**src/rtl/tetris_pkg.sv**
```systemverilog
// Shared types and constants for the Tetris command path.
// The command byte is 3'b101 (header), two spare/parity bits, and a 3-bit code.
package tetris_pkg;

  typedef enum logic [2:0] {
    CMD_NONE      = 3'd0,
    CMD_LEFT      = 3'd1,
    CMD_RIGHT     = 3'd2,
    CMD_ROTATE    = 3'd3,
    CMD_SOFT_DROP = 3'd4
  } command_t;

  // Fixed marker in bits [7:5] of every legal command byte.
  localparam logic [2:0] CMD_HEADER   = 3'b101;
  // Highest code that maps onto a command_t member.
  localparam logic [2:0] CMD_MAX_CODE = 3'd4;

endpackage

```
**src/rtl/tetris_cmd_fifo.sv**
```systemverilog
// Synchronous command FIFO with a registered head-of-queue output.
// rd_data/rd_valid always describe the oldest stored entry (CMD_NONE when empty).
// A write into a full FIFO is taken only if the head is popped in the same cycle.
module tetris_cmd_fifo
  import tetris_pkg::*;
#(
  parameter int DEPTH = 4
) (
  input  logic     clk,
  input  logic     reset_n,
  input  logic     wr_en,
  input  command_t wr_data,
  input  logic     rd_en,
  output command_t rd_data,
  output logic     rd_valid,
  output logic     full
);

  localparam int PTR_W = $clog2(DEPTH);
  localparam logic [PTR_W:0] FULL_CNT = (PTR_W + 1)'(DEPTH);

  command_t           mem [DEPTH];
  logic [PTR_W-1:0]   wr_ptr_reg, wr_ptr_next;
  logic [PTR_W-1:0]   rd_ptr_reg, rd_ptr_next;
  logic [PTR_W:0]     count_reg, count_next;
  command_t           head_reg, head_next;
  logic               valid_reg;
  logic               push, pop;

  assign full     = (count_reg == FULL_CNT);
  assign rd_data  = head_reg;
  assign rd_valid = valid_reg;

  // Pointer/occupancy update and next head value; a write that lands in the
  // slot becoming the head is forwarded so the output never lags a cycle.
  always_comb begin
    pop         = valid_reg & rd_en;
    push        = wr_en & (~full | pop);
    wr_ptr_next = wr_ptr_reg + PTR_W'(push);
    rd_ptr_next = rd_ptr_reg + PTR_W'(pop);
    count_next  = count_reg + (PTR_W + 1)'(push) - (PTR_W + 1)'(pop);
    head_next   = CMD_NONE;
    if (count_next != '0) begin
      if (push && (wr_ptr_reg == rd_ptr_next)) head_next = wr_data;
      else                                      head_next = mem[rd_ptr_next];
    end
  end

  // Storage array; no reset so it maps onto plain RAM.
  always_ff @(posedge clk) begin
    if (push) mem[wr_ptr_reg] <= wr_data;
  end

  // Pointers, occupancy and the registered head.
  always_ff @(posedge clk or negedge reset_n) begin
    if (!reset_n) begin
      wr_ptr_reg <= '0;
      rd_ptr_reg <= '0;
      count_reg  <= '0;
      head_reg   <= CMD_NONE;
      valid_reg  <= 1'b0;
    end else begin
      wr_ptr_reg <= wr_ptr_next;
      rd_ptr_reg <= rd_ptr_next;
      count_reg  <= count_next;
      head_reg   <= head_next;
      valid_reg  <= (count_next != '0);
    end
  end

endmodule

```
**src/rtl/tetris_cmd_rx.sv**
```systemverilog
// SPI (mode 0, MSB first) command receiver for the Tetris core.
// Bytes are synchronised into clk, validated, and legal non-NONE commands are
// queued in tetris_cmd_fifo. Optional build macro TETRIS_CMD_PARITY_EN makes
// bit 3 a check bit over the code bits; without it bits [4:3] are ignored.
module tetris_cmd_rx
  import tetris_pkg::*;
#(
  parameter int FIFO_DEPTH = 4
) (
  input  logic       clk,
  input  logic       reset_n,
  input  logic       sck,
  input  logic       cs_n,
  input  logic       mosi,
  output command_t   cmd,
  output logic       cmd_valid,
  input  logic       cmd_ready,
  output logic       overflow,
  output logic [7:0] bad_cnt,
  input  logic       clr_status
);

  // Bundle order {mosi, cs_n, sck}; idle levels are sck=0, cs_n=1.
  localparam int              SYNC_W    = 3;
  localparam logic [SYNC_W-1:0] SYNC_IDLE = 3'b010;

  logic [SYNC_W-1:0] sync_in, sync_out;
  logic              sck_s, cs_s, mosi_s;

  assign sync_in = {mosi, cs_n, sck};

  genvar gi;
  generate
    for (gi = 0; gi < SYNC_W; gi++) begin : g_sync
      logic [1:0] sync_reg;
      // Two-flop synchroniser for one asynchronous SPI line.
      always_ff @(posedge clk or negedge reset_n) begin
        if (!reset_n) sync_reg <= {2{SYNC_IDLE[gi]}};
        else          sync_reg <= {sync_reg[0], sync_in[gi]};
      end
      assign sync_out[gi] = sync_reg[1];
    end
  endgenerate

  assign sck_s  = sync_out[0];
  assign cs_s   = sync_out[1];
  assign mosi_s = sync_out[2];

  logic       sck_prev_reg, cs_prev_reg;
  logic       sck_rise, cs_fall;
  logic [2:0] bit_cnt_reg, bit_cnt_next, cnt_base;
  logic [6:0] shift_reg, shift_next;
  logic [7:0] byte_word;
  logic       byte_done, hdr_ok, code_ok, par_ok, byte_ok;
  logic       bad_byte, good_cmd;
  logic       wr_req_reg;
  command_t   wr_cmd_reg;
  logic       fifo_full, pop, ovf_set;
  logic       unused_bits;

  assign sck_rise  = sck_s & ~sck_prev_reg;
  assign cs_fall   = ~cs_s & cs_prev_reg;
  // A frame start restarts byte alignment even if an sck edge arrives with it.
  assign cnt_base  = cs_fall ? 3'd0 : bit_cnt_reg;
  assign byte_word = {shift_reg, mosi_s};
  assign byte_done = sck_rise & ~cs_s & (cnt_base == 3'd7);

  assign hdr_ok  = (byte_word[7:5] == CMD_HEADER);
  assign code_ok = (byte_word[2:0] <= CMD_MAX_CODE);
`ifdef TETRIS_CMD_PARITY_EN
  // Bit 3 must equal the XOR of the three code bits.
  assign par_ok  = (byte_word[3] == ^byte_word[2:0]);
`else
  assign par_ok  = 1'b1;
`endif
  assign byte_ok     = hdr_ok & code_ok & par_ok;
  assign bad_byte    = byte_done & ~byte_ok;
  // CMD_NONE is a keep-alive: accepted but never queued.
  assign good_cmd    = byte_done & byte_ok & (byte_word[2:0] != 3'd0);
  assign unused_bits = ^byte_word[4:3];

  // Bit counter and shift register; cs_n high drops any partial byte.
  always_comb begin
    bit_cnt_next = bit_cnt_reg;
    shift_next   = shift_reg;
    if (cs_s) begin
      bit_cnt_next = 3'd0;
    end else begin
      bit_cnt_next = cnt_base;
      if (sck_rise) begin
        bit_cnt_next = cnt_base + 3'd1;
        shift_next   = {shift_reg[5:0], mosi_s};
      end
    end
  end

  // Edge-detect history, byte assembly and the one-cycle FIFO write request.
  always_ff @(posedge clk or negedge reset_n) begin
    if (!reset_n) begin
      sck_prev_reg <= 1'b0;
      cs_prev_reg  <= 1'b1;
      bit_cnt_reg  <= 3'd0;
      shift_reg    <= 7'd0;
      wr_req_reg   <= 1'b0;
      wr_cmd_reg   <= CMD_NONE;
    end else begin
      sck_prev_reg <= sck_s;
      cs_prev_reg  <= cs_s;
      bit_cnt_reg  <= bit_cnt_next;
      shift_reg    <= shift_next;
      wr_req_reg   <= good_cmd;
      wr_cmd_reg   <= command_t'(byte_word[2:0]);
    end
  end

  tetris_cmd_fifo #(
    .DEPTH(FIFO_DEPTH)
  ) u_fifo (
    .clk      (clk),
    .reset_n  (reset_n),
    .wr_en    (wr_req_reg),
    .wr_data  (wr_cmd_reg),
    .rd_en    (cmd_ready),
    .rd_data  (cmd),
    .rd_valid (cmd_valid),
    .full     (fifo_full)
  );

  assign pop     = cmd_valid & cmd_ready;
  assign ovf_set = wr_req_reg & fifo_full & ~pop;

  // Sticky overflow flag and saturating reject counter; clear wins.
  always_ff @(posedge clk or negedge reset_n) begin
    if (!reset_n) begin
      overflow <= 1'b0;
      bad_cnt  <= 8'd0;
    end else if (clr_status) begin
      overflow <= 1'b0;
      bad_cnt  <= 8'd0;
    end else begin
      if (ovf_set) overflow <= 1'b1;
      if (bad_byte && (bad_cnt != 8'hFF)) bad_cnt <= bad_cnt + 8'd1;
    end
  end

endmodule
```
**config.mk**
```make
export PLATFORM = sky130hd
export DESIGN_NAME = tetris_cmd_rx
export DESIGN_NICKNAME = d
export VERILOG_FILES = /design/src/rtl/tetris_pkg.sv /design/src/rtl/tetris_cmd_fifo.sv /design/src/rtl/tetris_cmd_rx.sv
export SDC_FILE = /design/constraint.sdc
export NUM_CORES = 1
export LEC_CHECK = 0
export BUFFER_PORTS_ARGS = -buffer_cell sky130_fd_sc_hd__buf_2
export CAP_MARGIN = 20
export CORE_UTILIZATION = 62
export CTS_CLUSTER_SIZE = 24
export DETAILED_ROUTE_END_ITERATION = 16
export HOLD_SLACK_MARGIN = 0.08
export PLACE_DENSITY_LB_ADDON = 0.15
export REMOVE_ABC_BUFFERS = 1
export SYNTH_ARGS = -nofsm -noshare
export SYNTH_HDL_FRONTEND = slang
export SYNTH_HIERARCHICAL = 1
export SYNTH_SLANG_ARGS = --single-unit
```
**constraint.sdc**
```tcl
create_clock -name clk -period 6.2 [get_ports clk]
set_clock_uncertainty 0.1 [all_clocks]
set_input_delay 0.31 -clock clk [delete_from_list [all_inputs] [get_ports clk]]
set_output_delay 0.31 -clock clk [all_outputs]
set_load 0.005 [all_outputs]
```
==> impl_metrics.env, run 1 <==
export IMPL_status="finished clean"
export IMPL_die_area_um2=3880
export IMPL_viasPerCell=5.60
export IMPL_dr_first_iter_drc_count=60
export IMPL_place_ws_ns=3.71
export IMPL_grt_max_degree=43
export IMPL_clkLatencyLatePin_ns=0.36
export IMPL_drive_gt1_share_pct=25.7
export IMPL_ys_seq_elements=54
export IMPL_r2r_end="u_fifo/rd_data[0]"
export IMPL_swShare_pct=27.3
export IMPL_dp_cells=221
export IMPL_slowest_stage="dfrtp_1"
export IMPL_path_max_fanout=3
export IMPL_largest_reg_flops=12
export IMPL_firstDrtPassIters=4
export IMPL_worst_endpoint_required_ns=6.37
export IMPL_p_int_w=0.000638
export IMPL_synth_warning_count=6
export IMPL_min_path_cells=2
export IMPL_diodes=0
export IMPL_grt_pass1_vias=1400
export IMPL_max_cap_violations=0
export IMPL_endpoint_kind="register"
export IMPL_clock_fmax_ghz=0.398
export IMPL_portBuffers=19
export IMPL_layout_commonest_cell="dfrtp_1"
export IMPL_ir_worst_vdd_v=0.000187
export IMPL_power_switching_w=0.000240
export IMPL_cts_buffers=5
export IMPL_post_cts_buffers=0
export IMPL_io_pins=20
export IMPL_path_clk_slew_ns=0.14
export IMPL_ant_nets=0
export IMPL_holdPathEnd="bad_cnt[4]"
export IMPL_hold_viol=0
export IMPL_cts_buffer_depth=2
export IMPL_grt_overflow=0
export IMPL_synth_cell_types=42
export IMPL_fin_cells=233
export IMPL_rows=21
export IMPL_hold_path_startpoint="clr_status"
export IMPL_start_util_pct=66.0
export IMPL_num_fill_cells=227
export IMPL_place_congestion=0.811
export IMPL_synthCells=157
export IMPL_tritoncts="done"
export IMPL_worst_slew_pin_slew_ns=0.865
export IMPL_die_y_um=62.3
export IMPL_post_route_min_period_ns=2.52
export IMPL_die_w_um=62.3
export IMPL_core_area_um2=3420
export IMPL_num_nets_final=200
export IMPL_final_util_pct=74.0
export IMPL_arrival_ns=2.69
export IMPL_ys_seq_area_share_pct=62.8
export IMPL_critPathKind="reg -> reg"
export IMPL_synth_area_um2=2250
export IMPL_hold_class="in -> reg"
export IMPL_syn_to_final_growth_pct=12.2
export IMPL_grt_setup_unrepaired="false"
export IMPL_hpwl_mm=2.48
export IMPL_grt_pass1_wl_mm=6.34
export IMPL_antenna_found_initial=0
export IMPL_cp_start_kind="register"
export IMPL_reg2reg_slack_ns=3.68
export IMPL_cp_cell_sequence="nor3b_2 -> o21ai_0 -> ha_1 -> fa_1 -> xnor3_2 -> nor3_4 -> and4b_4 -> a22o_1"
export IMPL_async_flop_share_pct=77.8
export IMPL_combPwrFrac_pct=25.0
export IMPL_cpPeakStageDelay_ns=0.44
export IMPL_p_per_area_nw_per_um2=347
export IMPL_timing_rr_start="u_fifo/count_reg[1]"
export IMPL_pwr_share_clk_pct=22.5
export IMPL_relSlewSlack_pct=42.3
export IMPL_critPathTopFamily="simple AND/OR/NAND/NOR gates"
export IMPL_slew_viol_final=0
export IMPL_gr_usage_all_layers_pct=21.5
export IMPL_synth_edf_count=12
export IMPL_routed_wl_mm=3.51
export IMPL_htree_levels=2
export IMPL_reg2regPathDepth=8
export IMPL_setup_violations=0
export IMPL_fin_crit_sh_pct=40.6
export IMPL_seq_power_share_pct=52.4
export IMPL_routedWlPerCell_um=15.1
export IMPL_critPathBufInv=0
export IMPL_finalSetupTns_ns=0
export IMPL_leakagePower_nw=1.10
export IMPL_synth_top_flop_cell="dfrtp_1"
export IMPL_clock_sinks=54
export IMPL_cts_root_buf="clkbuf_4"
export IMPL_vias=1304
export IMPL_syn_area_per_cell_um2=14.4
export IMPL_post_route_drc_count=0
export IMPL_setup_slack_ns=3.68
export IMPL_layout_common_cells="39 x dfrtp_1, 19 x buf_2, 13 x nand2_1"
export IMPL_holdWs_ns=0.151
[synth_stat cells, types with 2 or more instances]
cell type	number	area (um^2)
a21oi_1	5	25.0
a22o_1	2	17.5
a31oi_1	2	12.5
and2_1	3	18.8
dfrtp_1	39	976
dfstp_2	3	78.8
edfxtp_1	12	360
ha_1	6	75.1
inv_1	5	18.8
mux2_2	10	113
mux4_1	2	52.6
nand2_1	13	48.8
nand2b_1	5	31.3
nand3_1	4	20.0
nor2_1	8	30.0
nor2b_1	4	25.0
nor4_1	3	18.8
o31ai_1	2	15.0
or4_1	3	22.5
xnor2_1	3	26.3
xor2_1	2	17.5
[power groups by stage]
stage          registers, W  logic, W  clock network, W
5_1_grt            0.000466  0.000241          0.000218
3_5_place_dp       0.000468  0.000220                 0
2_1_floorplan      0.000460  0.000169                 0
6_report           0.000460  0.000220          0.000198
3_3_place_gp       0.000463  0.000207                 0
4_1_cts            0.000461  0.000224          0.000201
[timing repair]
| action | in CTS | in global routing |
|---|---|---|
| resized for setup | 0 | 0 |
| endpoints found under the hold margin | 42 | 0 |
| hold buffers | 4 | 0 |
[layout make-up]
type | count | area, um^2 | share of cell area (%)
Timing Repair Buffer | 23 | 135 | 5.34
Inverter | 5 | 18.8 | 0.742
Sequential cell | 54 | 1420 | 56.0
Tap cell | 46 | 57.6 | 2.28
Clock inverter | 1 | 30.0 | 1.19
Multi-Input combinational cell | 97 | 817 | 32.3
Clock buffer | 7 | 55.1 | 2.18
[stage by stage]
step	instance area [um^2]	power, W
global route	2530	0.000925
detailed placement	2400	0.000689
global placement	2400	0.000670
finish	2530	0.000878
floorplan	2250	0.000628
CTS	2530	0.000886
[worst reg2reg max path: stages (launching register included)]
cell and delay [ns]:
dfrtp_1 0.44, nor3b_2 0.25, o21ai_0 0.13, ha_1 0.21, fa_1 0.39, xnor3_2 0.27
nor3_4 0.16, and4b_4 0.24, a22o_1 0.22
[worst max path at each step]
stage | cells after the start | startpoint | end | slack, ns
3_3_place_gp | 7 | g_sync[1].sync_reg[1] | bad_cnt[6] | 3.82
4_1_cts | 8 | u_fifo/count_reg[1] | u_fifo/rd_data[0] | 3.69
5_1_grt | 7 | g_sync[1].sync_reg[1] | bad_cnt[6] | 3.50
6_report | 8 | u_fifo/count_reg[1] | u_fifo/rd_data[0] | 3.68
3_5_place_dp | 11 | cmd_ready | u_fifo/rd_data[0] | 3.71
2_1_floorplan | 10 | u_fifo/rd_valid | u_fifo/rd_data[0] | 3.88
[layer usage]
layer / global-route usage [%] / vias up / wire length (um)
met3: 4.41 / 5 / 103
met1: 26.3 / 643 / 1510
met4: 6.10 / 0 / 42
li1: - / 631 / -
met5: 0 / - / 0
met2: 38.5 / 25 / 1850
[kinds of logic after synthesis]
family                   after synthesis  synth area share, %
adder cells (fa/ha/maj)                7                 4.22
flip-flops                            54                 62.8
AO/OA/AOI/OAI                         19                 6.88
buffers and inverters                  6                0.999
XOR/XNOR                               6                 3.00
multiplexers                          14                 8.77
AND/OR/NAND/NOR                       51                 13.4
Power figures use the tool's default switching activity.
==> run 2, diff against run 1 <==
CORE_UTILIZATION = 52   (was 62)
clock period = 2.3 ns   (was 6.2 ns; I/O delays follow)
==> run 2 against run 1 <==
  * Clock power rose to 3.2 times the previous value
  * Register-to-register slack got worse by 3.7 ns
  * Fmax up 11%
  * Non-clock buffer count rose by 16
  * Flip-flop and latch count stayed put
  * Die area is 19% higher
  * Largest power group unchanged
  * Wire length up 5.7%
  * Sequential power rose to 2.7 times the previous value
  * Core utilization decreased by 7.2 points
  * First-iteration DRC count shrank 23%
  * Combinational power increased to 3.2 times the previous value
  * Final area grew 8.1%
==> impl_metrics.env, run 2 (synthesized netlist as in run 1, its figures left out) <==
export IMPL_die_y_um=67.8
export IMPL_antenna_found_initial=0
export IMPL_num_nets_final=216
export IMPL_largest_reg_flops=12
export IMPL_cts_root_buf="clkbuf_8"
export IMPL_hold_class="reg -> reg"
export IMPL_clkLatencyLatePin_ns=0.30
export IMPL_final_util_pct=66.9
export IMPL_io_pins=20
export IMPL_hold_path_startpoint="g_sync[2].sync_reg[0]"
export IMPL_p_per_area_nw_per_um2=946
export IMPL_routed_wl_mm=3.71
export IMPL_diodes=0
export IMPL_grt_pass1_vias=1324
export IMPL_grt_overflow=0
export IMPL_ant_nets=0
export IMPL_grt_setup_unrepaired="true"
export IMPL_core_area_um2=4090
export IMPL_die_area_um2=4600
export IMPL_slew_viol_final=0
export IMPL_firstDrtPassIters=4
export IMPL_start_util_pct=55.2
export IMPL_timing_rr_start="u_fifo/rd_valid"
export IMPL_cts_buffers=5
export IMPL_min_path_cells=0
export IMPL_worst_slew_pin_slew_ns=0.895
export IMPL_fin_crit_sh_pct=98.7
export IMPL_portBuffers=19
export IMPL_ir_worst_vdd_v=0.000620
export IMPL_drive_gt1_share_pct=35.5
export IMPL_tritoncts="done"
export IMPL_hold_viol=0
export IMPL_arrival_ns=2.37
export IMPL_reg2regPathDepth=10
export IMPL_leakagePower_nw=1.20
export IMPL_clock_fmax_ghz=0.441
export IMPL_place_ws_ns=-0.105
export IMPL_path_clk_slew_ns=0.10
export IMPL_max_cap_violations=0
export IMPL_num_fill_cells=303
export IMPL_die_w_um=67.8
export IMPL_syn_to_final_growth_pct=21.2
export IMPL_viasPerCell=5.45
export IMPL_relSlewSlack_pct=40.4
export IMPL_clock_sinks=54
export IMPL_path_max_fanout=3
export IMPL_critPathKind="reg -> reg"
export IMPL_hpwl_mm=2.61
export IMPL_layout_commonest_cell="dfrtp_1"
export IMPL_place_congestion=0.753
export IMPL_setup_violations=0
export IMPL_crit_path_start="u_fifo/rd_valid"
export IMPL_routedWlPerCell_um=14.7
export IMPL_status="finished clean"
export IMPL_htree_levels=2
export IMPL_vias=1378
export IMPL_post_route_min_period_ns=2.27
export IMPL_setup_slack_ns=0.0300
export IMPL_gr_usage_all_layers_pct=17.6
export IMPL_grt_max_degree=43
export IMPL_layout_common_cells="39 x dfrtp_1, 19 x buf_2, 14 x buf_4"
export IMPL_endpoint_kind="register"
export IMPL_cts_buffer_depth=2
export IMPL_worst_endpoint_required_ns=2.40
export IMPL_post_route_drc_count=0
export IMPL_dr_first_iter_drc_count=46
export IMPL_cp_start_kind="register"
export IMPL_grt_pass1_wl_mm=5.83
export IMPL_rows=23
-- run 2: cell types whose count changed in the layout (fill, tap and decap cells not counted), sizes merged --
cell | before | now
buf | 19 | 33
clkbuf | 7 | 5
dlygate4sd3 | 4 | 6
inv | 5 | 7
-- run 2: worst paths after layout --
| path | to | slack, ns |
|---|---|---|
| min in group asynchronous | u_fifo/rd_ptr_reg[1] | 0.36 |
| max in group asynchronous | wr_cmd_reg[0] | 1.17 |
| max | u_fifo/rd_data[0] | 0.03 |
| min reg2reg | g_sync[2].sync_reg[1] | 0.26 |
| max reg2reg | u_fifo/rd_data[0] | 0.03 |
| min | g_sync[2].sync_reg[1] | 0.26 |
-- run 2: power breakdown --
part / total, W / leakage, nW / internal (W) / switching, W
Combinational: 0.000714 / 0.503 / 0.000420 / 0.000294
Clock: 0.000634 / 0.0591 / 0.000332 / 0.000302
Sequential: 0.00124 / 0.632 / 0.00114 / 0.0000969
-- run 2: cell type report --
class,instances,area (um^2),area share (%)
Multi-Input combinational cell,97,860,31.5
Clock inverter,3,47.5,1.74
Clock buffer,5,68.8,2.52
Tap cell,50,62.6,2.29
Timing Repair Buffer,39,260,9.52
Sequential cell,54,1420,51.8
Inverter,5,18.8,0.687
-- run 2: per-layer routing --
| layer | up-vias | GRT usage (%) | share of wire (%) |
|---|---|---|---|
| met2 | 19 | 30.9 | 52 |
| met1 | 693 | 20.8 | 43 |
| met5 | - | 0 | 0 |
| met3 | 6 | 3.50 | 2.9 |
| met4 | 0 | 7.81 | 1.5 |
| li1 | 660 | - | - |
-- run 2: critical path, cell delays in order (launching register included) --
cell and delay, ns:
dfrtp_1 0.40, nand2_2 0.10, inv_1 0.06, nand2b_1 0.09, o21ai_1 0.07, ha_2 0.18
fa_2 0.33, xnor3_2 0.26, nor3_4 0.15, and4b_4 0.23, a22o_1 0.20
-- run 2: what timing repair did --
action,4_1_cts,5_1_grt
buffers inserted,3,3
hold buffers,6,0
endpoints found under the hold margin,47,0
pin swaps,5,5
setup endpoints to repair,5,6
gates resized for setup,6,5
-- run 2: per-stage QoR --
step / instances / setup TNS (ns) / area (um^2) / power (W) / hold WS [ns]
CTS: 250 / -0.00594 / 2680 / 0.00257 / 0.260
finish: 253 / 0 / 2730 / 0.00259 / 0.257
global route: 253 / -0.122 / 2730 / 0.00274 / 0.268
detailed placement: 233 / -0.328 / 2470 / 0.00187 / 0.123
floorplan: 156 / -0.0351 / 2250 / 0.00169 / -0.281
global placement: 233 / -0.0539 / 2470 / 0.00183 / 0.124
==> run 3, diff against run 2 <==
ABC_AREA = 1   (was not set)
CELL_PAD_IN_SITES_DETAIL_PLACEMENT = 0   (was not set)
CELL_PAD_IN_SITES_GLOBAL_PLACEMENT = 1   (was not set)
CORE_UTILIZATION = 41   (was 52)
SYNTH_HIERARCHICAL = not set   (was 1)
==> run 3 against run 2 <==
  * Non-clock buffer count shrank 13
  * Critical path depth unchanged
  * Cell count increased by 40%
  * Fmax is 5.8% higher
  * Total power down 5.4%
  * Sequential power about the same
  * Die area is 35% higher
  * Synthesized area rose by 7.2%
  * Via count up 19%
  * Combinational power down 14%
  * Final area is 1.2% higher
  * Global-route usage shrank 1.7 points
==> impl_metrics.env, run 3 <==
export IMPL_status="finished clean"
export IMPL_synth_area_um2=2420
export IMPL_drive_gt1_share_pct=17.4
export IMPL_cts_buffers=5
export IMPL_reg2reg_slack_ns=0.15
export IMPL_setup_slack_ns=0.154
export IMPL_cp_start_kind="register"
export IMPL_grt_max_degree=42
export IMPL_grt_pass1_vias=1644
export IMPL_layout_common_cells="64 x nand2_1, 39 x dfrtp_1, 30 x inv_1"
export IMPL_synth_top_area_share_pct=40.4
export IMPL_portBuffers=19
export IMPL_post_route_min_period_ns=2.15
export IMPL_cts_root_buf="clkbuf_8"
export IMPL_path_max_fanout=4
export IMPL_yosys_cell_count_top_type="nand2_1"
export IMPL_timing_rr_start="u_fifo.rd_valid"
export IMPL_path_clk_slew_ns=0.10
export IMPL_leakagePower_nw=1.39
export IMPL_ant_nets=0
export IMPL_die_w_um=78.8
export IMPL_start_util_pct=43.1
export IMPL_synth_edf_count=12
export IMPL_hold_viol=0
export IMPL_place_ws_ns=0.147
export IMPL_reg2regPathDepth=10
export IMPL_grt_setup_unrepaired="false"
export IMPL_synthTopCellsByArea="dfrtp_1 40%, edfxtp_1 15%, nand2_1 10%, inv_1 4.7%, nor2_1 4.2%"
export IMPL_r2r_end="u_fifo.rd_data[0]"
export IMPL_crit_end="u_fifo.rd_data[0]"
export IMPL_cts_buffer_depth=2
export IMPL_crit_path_start="u_fifo.rd_valid"
export IMPL_relSlewSlack_pct=38.3
export IMPL_num_fill_cells=548
export IMPL_synth_top_flop_cell="dfrtp_1"
export IMPL_hpwl_mm=2.95
export IMPL_largest_reg_flops=12
export IMPL_die_area_um2=6210
export IMPL_diodes=0
export IMPL_num_nets_final=295
export IMPL_grt_pass1_wl_mm=7.62
export IMPL_die_y_um=78.8
export IMPL_synth_top_cell_by_area="dfrtp_1"
export IMPL_firstDrtPassIters=4
export IMPL_tritoncts="done"
export IMPL_layout_commonest_cell="nand2_1"
export IMPL_finalSetupTns_ns=0
export IMPL_async_flop_share_pct=77.8
export IMPL_synth_commonest_cells="65 x nand2_1, 39 x dfrtp_1, 30 x inv_1"
export IMPL_place_congestion=0.760
export IMPL_arrival_ns=2.25
export IMPL_endpoint_kind="register"
export IMPL_clock_sinks=54
export IMPL_vias=1637
export IMPL_io_pins=20
export IMPL_rows=27
export IMPL_syn_to_final_growth_pct=14.4
export IMPL_ir_worst_vdd_v=0.000499
export IMPL_post_cts_buffers=0
export IMPL_worst_endpoint_required_ns=2.41
export IMPL_post_route_drc_count=0
export IMPL_fin_crit_sh_pct=93.3
export IMPL_grt_overflow=0
export IMPL_routedWlPerCell_um=11.9
export IMPL_ys_seq_area_share_pct=58.5
export IMPL_setup_violations=0
export IMPL_dr_first_iter_drc_count=39
export IMPL_hold_class="reg -> reg"
export IMPL_clock_fmax_ghz=0.466
export IMPL_viasPerCell=4.64
export IMPL_antenna_found_initial=0
export IMPL_synth_warning_count=0
export IMPL_routed_wl_mm=4.20
export IMPL_slew_viol_final=0
export IMPL_gr_usage_all_layers_pct=15.9
export IMPL_worst_slew_pin_slew_ns=0.926
export IMPL_core_area_um2=5610
export IMPL_syn_area_per_cell_um2=9.75
export IMPL_critPathKind="reg -> reg"
export IMPL_max_cap_violations=0
export IMPL_p_per_area_nw_per_um2=885
export IMPL_report_power_total_w=0.00245
export IMPL_synthCells=248
export IMPL_clkLatencyLatePin_ns=0.30
export IMPL_htree_levels=2
export IMPL_synth_cell_types=28
export IMPL_ys_seq_elements=54
run 3: per-layer routing:
layer / GRT usage (%) / part of all wire, % / up-vias
met4: 4.44 / 1.1 / 0
met1: 21.0 / 49 / 752
met3: 3.79 / 2.6 / 6
li1: - / - / 860
met2: 26.3 / 47 / 19
met5: 0 / 0 / -
run 3: worst max-delay path, cell delays in order (launching register included):
cell,delay [ns]
dfrtp_1,0.39
nand2_1,0.11
inv_1,0.07
ha_1,0.28
inv_1,0.04
ha_1,0.18
fa_1,0.47
nor2_1,0.15
nand3_2,0.13
nand2_1,0.09
nor2_1,0.04
run 3: logic make-up after synthesis:
| group | share of synthesized area [%] |
|---|---|
| and+or+nand+nor | 24.3 |
| buffers and inverters | 5.38 |
| AOI/OAI and AO/OA | 4.24 |
| adders and majority gates | 4.45 |
| xor gates and xnor gates | 0.725 |
| muxes | 2.33 |
| DFF | 58.5 |
run 3: area by class of cell:
type	count	area [um^2]	area share, %
clock buffers	6	93.8	3.39
clock inverters	2	13.8	0.498
inverters	31	116	4.21
multi-input cells	162	875	31.6
flip-flops and latches	54	1420	51.2
well taps	72	90.1	3.26
repair buffers	26	163	5.88
run 3: worst min path at each step:
stage               cells past startpoint  slack [ns]                     to                  start
global placement                        1        0.12  g_sync[1].sync_reg[0]                   cs_n
floorplan                               0       -0.28             bad_cnt[0]                reset_n
detailed placement                      1        0.12  g_sync[1].sync_reg[0]                   cs_n
CTS                                     0        0.26  g_sync[2].sync_reg[1]  g_sync[2].sync_reg[0]
finish                                  0        0.26  g_sync[2].sync_reg[1]  g_sync[2].sync_reg[0]
global route                            0        0.26  g_sync[2].sync_reg[1]  g_sync[2].sync_reg[0]
run 3: power by group:
part	internal [W]	switching [W]	total (W)
logic	0.000250	0.000367	0.000617
clock network	0.000283	0.000318	0.000602
registers	0.00114	0.0000902	0.00123
total	0.00167	0.000775	0.00245
run 3: what timing repair did:
action,4_1_cts,5_1_grt
resized for setup,0,1
endpoints found under the setup margin,0,3
hold buffers,6,0
hold endpoints to repair,48,0
run 3: through the flow:
stage	utilization [%]	instance area (um^2)	std cells	hold slack [ns]
2_1_floorplan	-	2400	247	-0.281
3_3_place_gp	46.3	2600	339	0.121
3_5_place_dp	46.3	2600	339	0.122
4_1_cts	49.3	2760	353	0.257
5_1_grt	49.3	2770	353	0.260
6_report	49.3	2770	353	0.256
